$ cat src/rtl/bus_monitor.sv
// -----------------------------------------------------------------------------
// bus_monitor
//
// Passive transaction monitor for one copperv ready/valid request/response bus
// pair. Request handshakes push {address, cycle stamp} into a small FIFO.
// Response handshakes pop the oldest entry. One cycle later the completed
// transaction is reported with its address, data and latency. The block also
// keeps a saturating transaction count and sticky protocol-error flags. It
// never drives the bus.
//
// Optional feature macro: BUS_MONITOR_LATENCY_EN
//   defined   : free-running stamp counter, per-entry stamps, resp_latency and
//               max_latency are implemented.
//   undefined : the stamp logic is omitted, entries hold only the address, and
//               resp_latency / max_latency are tied to 0.
//
// Parameters
//   ADDR_WIDTH  request address width
//   DATA_WIDTH  response data width
//   DEPTH       outstanding-request FIFO depth (power of 2, >= 2)
//   TIMEOUT     cycles an outstanding request may wait before err[4] sets
//   CNT_WIDTH   width of stamp, latency and count registers
//
// Ports
//   clk           clock
//   rst           asynchronous active-low reset
//   clear         synchronous clear of err, txn_count, max_latency
//   addr_valid    request channel valid
//   addr_ready    request channel ready
//   addr          request address
//   data_valid    response channel valid
//   data_ready    response channel ready
//   data          response data
//   resp_valid    one-cycle pulse, matched transaction completed
//   resp_addr     address of completed transaction
//   resp_data     data of completed transaction
//   resp_latency  cycles from request handshake to response handshake
//   max_latency   largest resp_latency since reset/clear
//   outstanding   current FIFO occupancy
//   txn_count     completed transactions (saturating)
//   err           sticky flags: [0] request stall, [1] response stall,
//                 [2] underflow, [3] overflow, [4] timeout
// -----------------------------------------------------------------------------
module bus_monitor #(
  parameter int ADDR_WIDTH = 32,
  parameter int DATA_WIDTH = 32,
  parameter int DEPTH      = 4,
  parameter int TIMEOUT    = 256,
  parameter int CNT_WIDTH  = 16
) (
  input  logic                       clk,
  input  logic                       rst,
  input  logic                       clear,
  input  logic                       addr_valid,
  input  logic                       addr_ready,
  input  logic [ADDR_WIDTH-1:0]      addr,
  input  logic                       data_valid,
  input  logic                       data_ready,
  input  logic [DATA_WIDTH-1:0]      data,
  output logic                       resp_valid,
  output logic [ADDR_WIDTH-1:0]      resp_addr,
  output logic [DATA_WIDTH-1:0]      resp_data,
  output logic [CNT_WIDTH-1:0]       resp_latency,
  output logic [CNT_WIDTH-1:0]       max_latency,
  output logic [$clog2(DEPTH+1)-1:0] outstanding,
  output logic [CNT_WIDTH-1:0]       txn_count,
  output logic [4:0]                 err
);

  localparam int PTR_W = $clog2(DEPTH);
  localparam int OCC_W = $clog2(DEPTH+1);
  localparam int WD_W  = $clog2(TIMEOUT+1);

  localparam logic [OCC_W-1:0]     FULL_CNT  = OCC_W'(DEPTH);
  localparam logic [WD_W-1:0]      WD_LIMIT  = WD_W'(TIMEOUT);
  localparam logic [CNT_WIDTH-1:0] CNT_MAX   = '1;

  // ---------------------------------------------------------------------------
  // State
  // ---------------------------------------------------------------------------
  logic [ADDR_WIDTH-1:0] r_mem_addr [DEPTH];
  logic [PTR_W-1:0]      r_wr_ptr;
  logic [PTR_W-1:0]      r_rd_ptr;
  logic [OCC_W-1:0]      r_count;
  logic [WD_W-1:0]       r_wd;

  logic                  r_addr_stalled;
  logic [ADDR_WIDTH-1:0] r_addr_held;
  logic                  r_data_stalled;
  logic [DATA_WIDTH-1:0] r_data_held;

  logic                  r_resp_valid;
  logic [ADDR_WIDTH-1:0] r_resp_addr;
  logic [DATA_WIDTH-1:0] r_resp_data;
  logic [CNT_WIDTH-1:0]  r_txn_count;
  logic [4:0]            r_err;

  // ---------------------------------------------------------------------------
  // Handshake decode
  // ---------------------------------------------------------------------------
  logic w_push_req;
  logic w_pop_req;
  logic w_empty;
  logic w_full;
  logic w_pop_ok;
  logic w_push_ok;
  logic w_underflow;
  logic w_overflow;
  logic w_addr_stall_err;
  logic w_data_stall_err;
  logic w_timeout_hit;
  logic [4:0] w_err_events;

  assign w_push_req  = addr_valid && addr_ready;
  assign w_pop_req   = data_valid && data_ready;
  assign w_empty     = (r_count == '0);
  assign w_full      = (r_count == FULL_CNT);

  // Emptiness is judged at cycle start: a same-cycle push cannot satisfy a
  // pop, since a zero-cycle response is not a legal transaction.
  assign w_pop_ok    = w_pop_req && !w_empty;
  assign w_underflow = w_pop_req && w_empty;

  // When full, a simultaneous pop frees the slot this push needs.
  assign w_push_ok   = w_push_req && (!w_full || w_pop_ok);
  assign w_overflow  = w_push_req && w_full && !w_pop_ok;

  // A stalled beat must be held with identical payload on the next cycle.
  assign w_addr_stall_err = r_addr_stalled && (!addr_valid || (addr != r_addr_held));
  assign w_data_stall_err = r_data_stalled && (!data_valid || (data != r_data_held));

  // The watchdog reaches the limit at this edge (or is already parked there).
  // Using >= lets the flag re-assert after a clear while a request is still
  // overdue.
  assign w_timeout_hit = !w_empty && !w_pop_ok && (r_wd >= (WD_LIMIT - WD_W'(1)));

  assign w_err_events = {w_timeout_hit, w_overflow, w_underflow,
                         w_data_stall_err, w_addr_stall_err};

  // ---------------------------------------------------------------------------
  // FIFO storage and pointers
  // ---------------------------------------------------------------------------
  always_ff @(posedge clk or negedge rst) begin
    if (!rst) begin
      for (int i = 0; i < DEPTH; i++) begin
        r_mem_addr[i] <= '0;
      end
    end else if (w_push_ok) begin
      r_mem_addr[r_wr_ptr] <= addr;
    end
  end

  always_ff @(posedge clk or negedge rst) begin
    if (!rst) begin
      r_wr_ptr <= '0;
      r_rd_ptr <= '0;
      r_count  <= '0;
    end else begin
      if (w_push_ok) begin
        r_wr_ptr <= r_wr_ptr + PTR_W'(1);
      end
      if (w_pop_ok) begin
        r_rd_ptr <= r_rd_ptr + PTR_W'(1);
      end
      case ({w_push_ok, w_pop_ok})
        2'b10:   r_count <= r_count + OCC_W'(1);
        2'b01:   r_count <= r_count - OCC_W'(1);
        default: r_count <= r_count;
      endcase
    end
  end

  // ---------------------------------------------------------------------------
  // Watchdog: counts consecutive cycles with something outstanding and no pop
  // ---------------------------------------------------------------------------
  always_ff @(posedge clk or negedge rst) begin
    if (!rst) begin
      r_wd <= '0;
    end else if (w_empty || w_pop_ok) begin
      r_wd <= '0;
    end else if (r_wd != WD_LIMIT) begin
      r_wd <= r_wd + WD_W'(1);
    end
  end

  // ---------------------------------------------------------------------------
  // Stall trackers
  // ---------------------------------------------------------------------------
  always_ff @(posedge clk or negedge rst) begin
    if (!rst) begin
      r_addr_stalled <= 1'b0;
      r_addr_held    <= '0;
      r_data_stalled <= 1'b0;
      r_data_held    <= '0;
    end else begin
      r_addr_stalled <= addr_valid && !addr_ready;
      r_addr_held    <= addr;
      r_data_stalled <= data_valid && !data_ready;
      r_data_held    <= data;
    end
  end

  // ---------------------------------------------------------------------------
  // Response, count and error registers
  // ---------------------------------------------------------------------------
  always_ff @(posedge clk or negedge rst) begin
    if (!rst) begin
      r_resp_valid <= 1'b0;
      r_resp_addr  <= '0;
      r_resp_data  <= '0;
    end else begin
      r_resp_valid <= w_pop_ok;
      if (w_pop_ok) begin
        r_resp_addr <= r_mem_addr[r_rd_ptr];
        r_resp_data <= data;
      end
    end
  end

  always_ff @(posedge clk or negedge rst) begin
    if (!rst) begin
      r_txn_count <= '0;
      r_err       <= '0;
    end else if (clear) begin
      r_txn_count <= '0;
      r_err       <= '0;
    end else begin
      if (w_pop_ok && (r_txn_count != CNT_MAX)) begin
        r_txn_count <= r_txn_count + CNT_WIDTH'(1);
      end
      r_err <= r_err | w_err_events;
    end
  end

  // ---------------------------------------------------------------------------
  // Latency measurement
  // ---------------------------------------------------------------------------
`ifdef BUS_MONITOR_LATENCY_EN
  logic [CNT_WIDTH-1:0] r_stamp;
  logic [CNT_WIDTH-1:0] r_mem_stamp [DEPTH];
  logic [CNT_WIDTH-1:0] r_resp_latency;
  logic [CNT_WIDTH-1:0] r_max_latency;
  logic [CNT_WIDTH-1:0] w_latency;

  // Modular subtraction makes the measurement correct across stamp wrap.
  assign w_latency = r_stamp - r_mem_stamp[r_rd_ptr];

  always_ff @(posedge clk or negedge rst) begin
    if (!rst) begin
      r_stamp <= '0;
      for (int i = 0; i < DEPTH; i++) begin
        r_mem_stamp[i] <= '0;
      end
    end else begin
      r_stamp <= r_stamp + CNT_WIDTH'(1);
      if (w_push_ok) begin
        r_mem_stamp[r_wr_ptr] <= r_stamp;
      end
    end
  end

  always_ff @(posedge clk or negedge rst) begin
    if (!rst) begin
      r_resp_latency <= '0;
      r_max_latency  <= '0;
    end else begin
      if (w_pop_ok) begin
        r_resp_latency <= w_latency;
      end
      if (clear) begin
        r_max_latency <= '0;
      end else if (w_pop_ok && (w_latency > r_max_latency)) begin
        r_max_latency <= w_latency;
      end
    end
  end

  assign resp_latency = r_resp_latency;
  assign max_latency  = r_max_latency;
`else
  assign resp_latency = '0;
  assign max_latency  = '0;
`endif

  // ---------------------------------------------------------------------------
  // Outputs
  // ---------------------------------------------------------------------------
  assign resp_valid  = r_resp_valid;
  assign resp_addr   = r_resp_addr;
  assign resp_data   = r_resp_data;
  assign outstanding = r_count;
  assign txn_count   = r_txn_count;
  assign err         = r_err;

endmodule

$ cat config.mk
export PLATFORM = sky130hd
export DESIGN_NAME = bus_monitor
export DESIGN_NICKNAME = d
export VERILOG_FILES = /design/src/rtl/bus_monitor.sv
export SDC_FILE = /design/constraint.sdc
export NUM_CORES = 1
export LEC_CHECK = 0
export ABC_AREA = 1
export CAP_MARGIN = 25
export CORE_UTILIZATION = 60
export CTS_CLUSTER_DIAMETER = 50
export CTS_CLUSTER_SIZE = 30
export DETAILED_ROUTE_END_ITERATION = 10
export DONT_BUFFER_PORTS = 1
export GPL_TIMING_DRIVEN = 0
export PLACE_DENSITY = 0.76
export SLEW_MARGIN = 10
export SYNTH_ARGS = -nofsm -noshare
export SYNTH_HDL_FRONTEND = slang
export SYNTH_SLANG_ARGS = --single-unit
$ cat constraint.sdc
create_clock -name clk -period 3.12 [get_ports clk]
set_input_delay 0.624 -clock clk [delete_from_list [all_inputs] [get_ports clk]]
set_output_delay 0.624 -clock clk [all_outputs]
set_load 0.01 [all_outputs]
After elaboration in Yosys (flattened, before gate mapping)

Index checks and enable logic that the tools add are counted.

Add/sub/neg operators: 6
$mul: 0
Divide/modulo/power cells: 0
Order comparisons: 4
Equality and inequality tests: 7
Shifts and indexed selects: 0
Muxes and demuxes: 12
Bitwise gates (word level): 3
Reduce and logical (&&, ||, !) cells: 30

Operators by type and width:

| operator                                                          | count |
|---|---|
| bitwise mux 128 bit                                               | 1 |
| 2-to-1 mux 32 bit                                                 | 3 |
| binary-select mux 32 bit (select 2 bit)                           | 1 |
| demux 32 bit (select 2 bit)                                       | 1 |
| != test 32 bit                                                    | 2 |
| 2-to-1 mux 16 bit                                                 | 2 |
| 2-to-1 mux 9 bit                                                  | 2 |
| adder 16 x 1 -> 16 bit, second input constant                     | 1 |
| != test 16 bit, second input constant                             | 1 |
| logical AND 1 bit                                                 | 15 |
| adder 9 x 1 -> 9 bit, second input constant                       | 1 |
| greater-or-equal comparator 9 x 8 -> 1 bit, second input constant | 1 |
| != test 9 bit, second input constant                              | 1 |
| zero test 1 bit                                                   | 7 |
| greater-or-equal comparator 3 bit, second input constant          | 2 |
| inverter 2 -> 3 bit                                               | 2 |
| case mux 3 bit (2 select lines)                                   | 1 |
| nonzero test 2 bit                                                | 3 |
| 2-to-1 mux 5 bit                                                  | 1 |
| bitwise OR 5 bit                                                  | 1 |
| adder 2 x 1 -> 2 bit, second input constant                       | 2 |
| logical OR 1 bit                                                  | 4 |
| adder 3 x 1 -> 3 bit, second input constant                       | 1 |
| equality test 3 bit, second input constant                        | 1 |
| other kinds (5)                                                   | 5 |

Bits in registers: 296
Bits in latches: 0
RAM bits: 0
Memory bits (read-only): 0
Bits of input ports: 71
Output and inout port bits: 121
Logic and storage cells: 79
Memories kept: 0

Depth between registers and ports, before layout

Word-level depth: 8
Mapped depth: 12
Mapped depth without buffers: 11

Worst setup path after synthesis

No wires, ideal clock.

Path kind: input to register
Start: in data_ready
End: reg r_count[2], in the netlist outstanding[2]
Library setup time: 128 ps
Data arrival time: 2198 ps
Data required time: 2992 ps
Path slack: 794 ps
Stages: 10
Path buffers: 2
Path through: nand2_2 > nor2_4 > buf_2 > buf_2 > ha_1 > inv_1 > fa_1 > a21oi_1 > o21ai_0 > xnor2_1

Cells in the longest elaborated chain, start to end: 6
Elaborated cells on any way between the ends: 8
Classes of those cells: 2 x eq/ne; 1 x mux; 5 x reduce/logical

Ends and longest elaborated chain:

| element                                                                      | line | RTL |
|---|---|---|
| start: declaration                                                           | 58   | `input logic data_ready,` |
| logical AND 1 bit *                                                          | 115  | `assign w_pop_req = data_valid && data_ready;` |
| logical AND 1 bit *                                                          | 121  | `assign w_pop_ok = w_pop_req && !w_empty;` |
| net w_pop_ok                                                                 | 105  | `logic w_pop_ok;` |
| logical OR 1 bit                                                             | 125  | `assign w_push_ok = w_push_req && (!w_full \|\| w_pop_ok);` |
| logical AND 1 bit                                                            | 125  |  |
| equality test 2 x 1 -> 1 bit / equality test 2 bit (equally long branches)   | 165  | `case ({w_push_ok, w_pop_ok})` |
| case mux 3 bit (2 select lines) / nonzero test 2 bit (equally long branches) | -    |  |
| end signal: assignment                                                       | 166  | `2'b10: r_count <= r_count + OCC_W'(1);` |
| end signal: assignment                                                       | 167  | `2'b01: r_count <= r_count - OCC_W'(1);` |
| end signal: assignment                                                       | 168  | `default: r_count <= r_count;` |
| end: declaration                                                             | 84   | `logic [OCC_W-1:0] r_count;` |

The timed path passes the listed nets; every way through them passes the cells marked *.
A chain may end at the register's enable or synchronous reset.

Final worst setup path

Start: reg r_count[0], in the netlist outstanding[0]
End: reg r_count[2], in the netlist outstanding[2]

Cells in the longest elaborated chain, start to end: 7
Elaborated cells on any way between the ends: 13
Classes of those cells: 2 x add/sub; 3 x eq/ne; 1 x mux; 7 x reduce/logical

Ends and longest elaborated chain:

| element                                                                      | line | RTL |
|---|---|---|
| zero test 3 bit *                                                            | 116  | `assign w_empty = (r_count == '0);` |
| zero test 1 bit *                                                            | 121  |  |
| logical AND 1 bit *                                                          | 121  |  |
| net w_pop_ok                                                                 | 105  |  |
| logical OR 1 bit                                                             | 125  |  |
| logical AND 1 bit                                                            | 125  |  |
| equality test 2 x 1 -> 1 bit / equality test 2 bit (equally long branches)   | 165  |  |
| case mux 3 bit (2 select lines) / nonzero test 2 bit (equally long branches) | -    |  |

Marks and branches as above.

==> run metrics <==
outcome finished, violations left; failing checks hold timing; Fin Hold WS -0.222 ns; CTS buffer count 29; FF-to-FF End outstanding[2]; crit-path leading delay family buffers and inverters; root buffer cell clkbuf_16; setup bufs post-CTS 0; final antenna-violating net count 0; Antenna Cells 0; worst-margin pin slew 0.682 ns; row count 53; cell count of the worst reg-to-reg path 12; synth unique cells approximately 40; Max-slew headroom 54.5%; Synth warnings 0; DRC violations left 0; peak fanout along the critical path 11; Crit path top cell by count buf_2; hpwl dp 20,300 microns; Overall Global Routing Usage between 20% and 30%; Mapped Cells around 1,400; Die X about 150 microns; DRT iter0 DRCs between 600 and 700; CP Buf/Inv Count 4; total negative setup slack 0 ns; Post-synth top flop dfrtp_1; Die Span Y ~150 microns; Async S/R FF share, synth 100%; Inst Count DP 1,711; Crit-path slowest cell dfrtp_1; clock skew around 0.027 ns; die area approximately 0.022 sq mm; Pwr Density between 800 and 900 mW/mm^2; setup ws final 0.386 ns; minimum clock period 2.73 ns; HP Class in2async; initial core utilization 61.5%; CTS tree done; critical path class reg2reg; Nets ~1,500; H-tree depth 1; max-cap violations 0; io pins around 190; Register Area between 0.007 and 0.008 sq mm; Leakage Power slightly below 7 nW; worst slack at placement approximately 0.35 ns; number of global-route vias before repair between 9,000 and 10,000; unrepaired setup endpoints after global routing false; Seq/Total Area, Yosys between 50% and 60%; GR Overflow Total 0; crit-path max cell delay 0.46 ns; period utilization slightly below 90%; Worst Path Required between 3 and 4 ns; Multi-input gate area 0.00451 sq mm; routed len/inst ~17 microns; vias post-DR between 9,000 and 10,000; clock latency on the worst-skew pair about 0.55 ns; Worst-path clk slew 0.06 ns; Fill cells between 1,500 and 2,000; Fmax achieved ~370 MHz; CP Launch Type flop; RePlAce Congestion around 0.88; type of destination of the critical path flop; routed vias/inst between 5 and 6; core area around 0.021 sq mm; crit path DAT 3.15 ns; Finished Layout Cells between 1,500 and 2,000; initial antenna violation count 0; global-route wire length before repair slightly below 50,000 microns; P&R area growth vs syn 11.3%; pin count of the biggest net entering global routing roughly 300; WL final just over 30,000 microns; I/O Buffers 0; max-slew violation count 0; CTS max path bufs 3; VDD IR max 695 uV; DRT Pass-1 Iters 5; Syn Area/Cell slightly above 9 sq um; CTS sink cnt 296; reg2reg start outstanding[0]; number of synthesized register bits 296; post-cts sizing count 0; crit path cell chain inv_2 -> nand2_1 -> nor2_2 -> nor2_4 -> buf_2 -> buf_2 -> ha_1 -> inv_1 -> fa_1 -> a21oi_1 -> o21ai_0 -> xnor2_1; Mapped Area approximately 0.013 sq mm; Hold Fails Final Rpt just under 300; Post-synth EDFFs 0; share of cells above drive strength 1 roughly a tenth; # setup viols final 0; reg-to-reg slack, setup between 0.3 and 0.4 ns
## report_power, final
group          switching, mW  internal, mW
combinational           2.02          1.29
clock                   1.61          2.00
sequential             0.901          5.16
total                   4.52          8.45
## per-stage QoR
stage	util (%)	hold slack [ns]	power [mW]	cell area (sq um)
6_report	68.5	-0.222	13.0	14400
4_1_cts	68.5	-0.245	13.0	14400
5_1_grt	68.5	-0.242	13.8	14400
2_1_floorplan	-	0.328	8.38	13100
3_5_place_dp	63.7	0.334	9.39	13400
3_3_place_gp	63.7	0.334	9.21	13400
## worst max-delay path by stage
stage / slack [ns] / from / cells past startpoint / to
after global placement: 0.40 / data_ready / 10 / outstanding[2]
after detailed placement: 0.35 / data_ready / 10 / outstanding[2]
after floorplan: 0.79 / data_ready / 10 / outstanding[2]
after CTS: 0.40 / outstanding[0] / 12 / outstanding[2]
final: 0.39 / outstanding[0] / 12 / outstanding[2]
after global routing: 0.23 / outstanding[1] / 12 / outstanding[2]
## sequential cells by signal, summed over array words and instances (netlist names), 3 cells and up
register,cells
err,5
outstanding,3
r_addr_held,32
r_data_held,32
r_mem_addr,128
r_wd,9
resp_addr,32
resp_data,32
txn_count,16
## per-layer routing
metal,up-vias,GRT usage (%),share of wire (%)
met5,-,0,0
met4,0,11.1,3.4
met3,61,6.70,8.3
met2,367,46.9,48
met1,4663,36.2,40
li1,4564,-,-
## synthesized netlist by cell type, types with 6 or more instances
library cell / instances / area share [%]
or2_2: 6 / 0.29
buf_1: 6 / 0.17
o211ai_1: 32 / 1.9
a31oi_1: 33 / 1.6
ha_1: 9 / 0.87
dfrtp_1: 296 / 57
nand3_1: 23 / 0.89
xnor2_1: 19 / 1.3
buf_4: 40 / 2.3
o21ai_0: 130 / 5.0
mux2_1: 6 / 0.52
inv_1: 174 / 5.0
o21a_1: 32 / 1.9
xor2_1: 12 / 0.81
nand4_1: 11 / 0.53
mux2_2: 26 / 2.3
clkbuf_1: 24 / 0.69
a21oi_1: 46 / 1.8
nor2_1: 101 / 2.9
buf_2: 19 / 0.73
nand2_1: 324 / 9.4
## final cells by class
cell class              count  area share (%)
plain buffers              89            3.52
clock inverters            20            1.61
clock buffers              33            5.34
multi-input cells         873            31.2
inverters                 178            4.64
well taps                 275            2.38
flip-flops and latches    296            51.3
## placed cells by master (no fill, tap or decap), types with 4 or more instances in the layout
cell        instances
nor2_2              4
xor2_1             12
ha_1                9
mux2_2             26
o22ai_1             4
clkinvlp_4          4
nor2_1            101
buf_1               6
clkbuf_1           25
buf_4              40
inv_6               6
a31oi_1            33
dfrtp_1           296
xnor2_1            19
o21ai_0           130
nand2_1           324
buf_2              19
clkbuf_16          29
mux2_1              6
o21a_1             32
o21ai_1             4
conb_1             32
nand3_1            23
inv_1             174
nand4_1            11
a21oi_1            46
o211ai_1           32
or2_2               6
## logic make-up (layout without fill, tap and decap cells)
| logic type | count (synthesis) | count (layout) | synth area share, % |
|---|---|---|---|
| XOR/XNOR | 31 | 31 | 2.09 |
| adder cells (fa/ha/maj) | 10 | 10 | 1.02 |
| buffers and inverters | 267 | 320 | 9.08 |
| other | 1 | 32 | 0.0289 |
| flip-flops | 296 | 296 | 57.1 |
| multiplexers | 32 | 32 | 2.78 |
| AND/OR/NAND/NOR | 484 | 484 | 15.3 |
| AO/OA/AOI/OAI | 284 | 284 | 12.6 |
(Power assumes the default switching activity.)
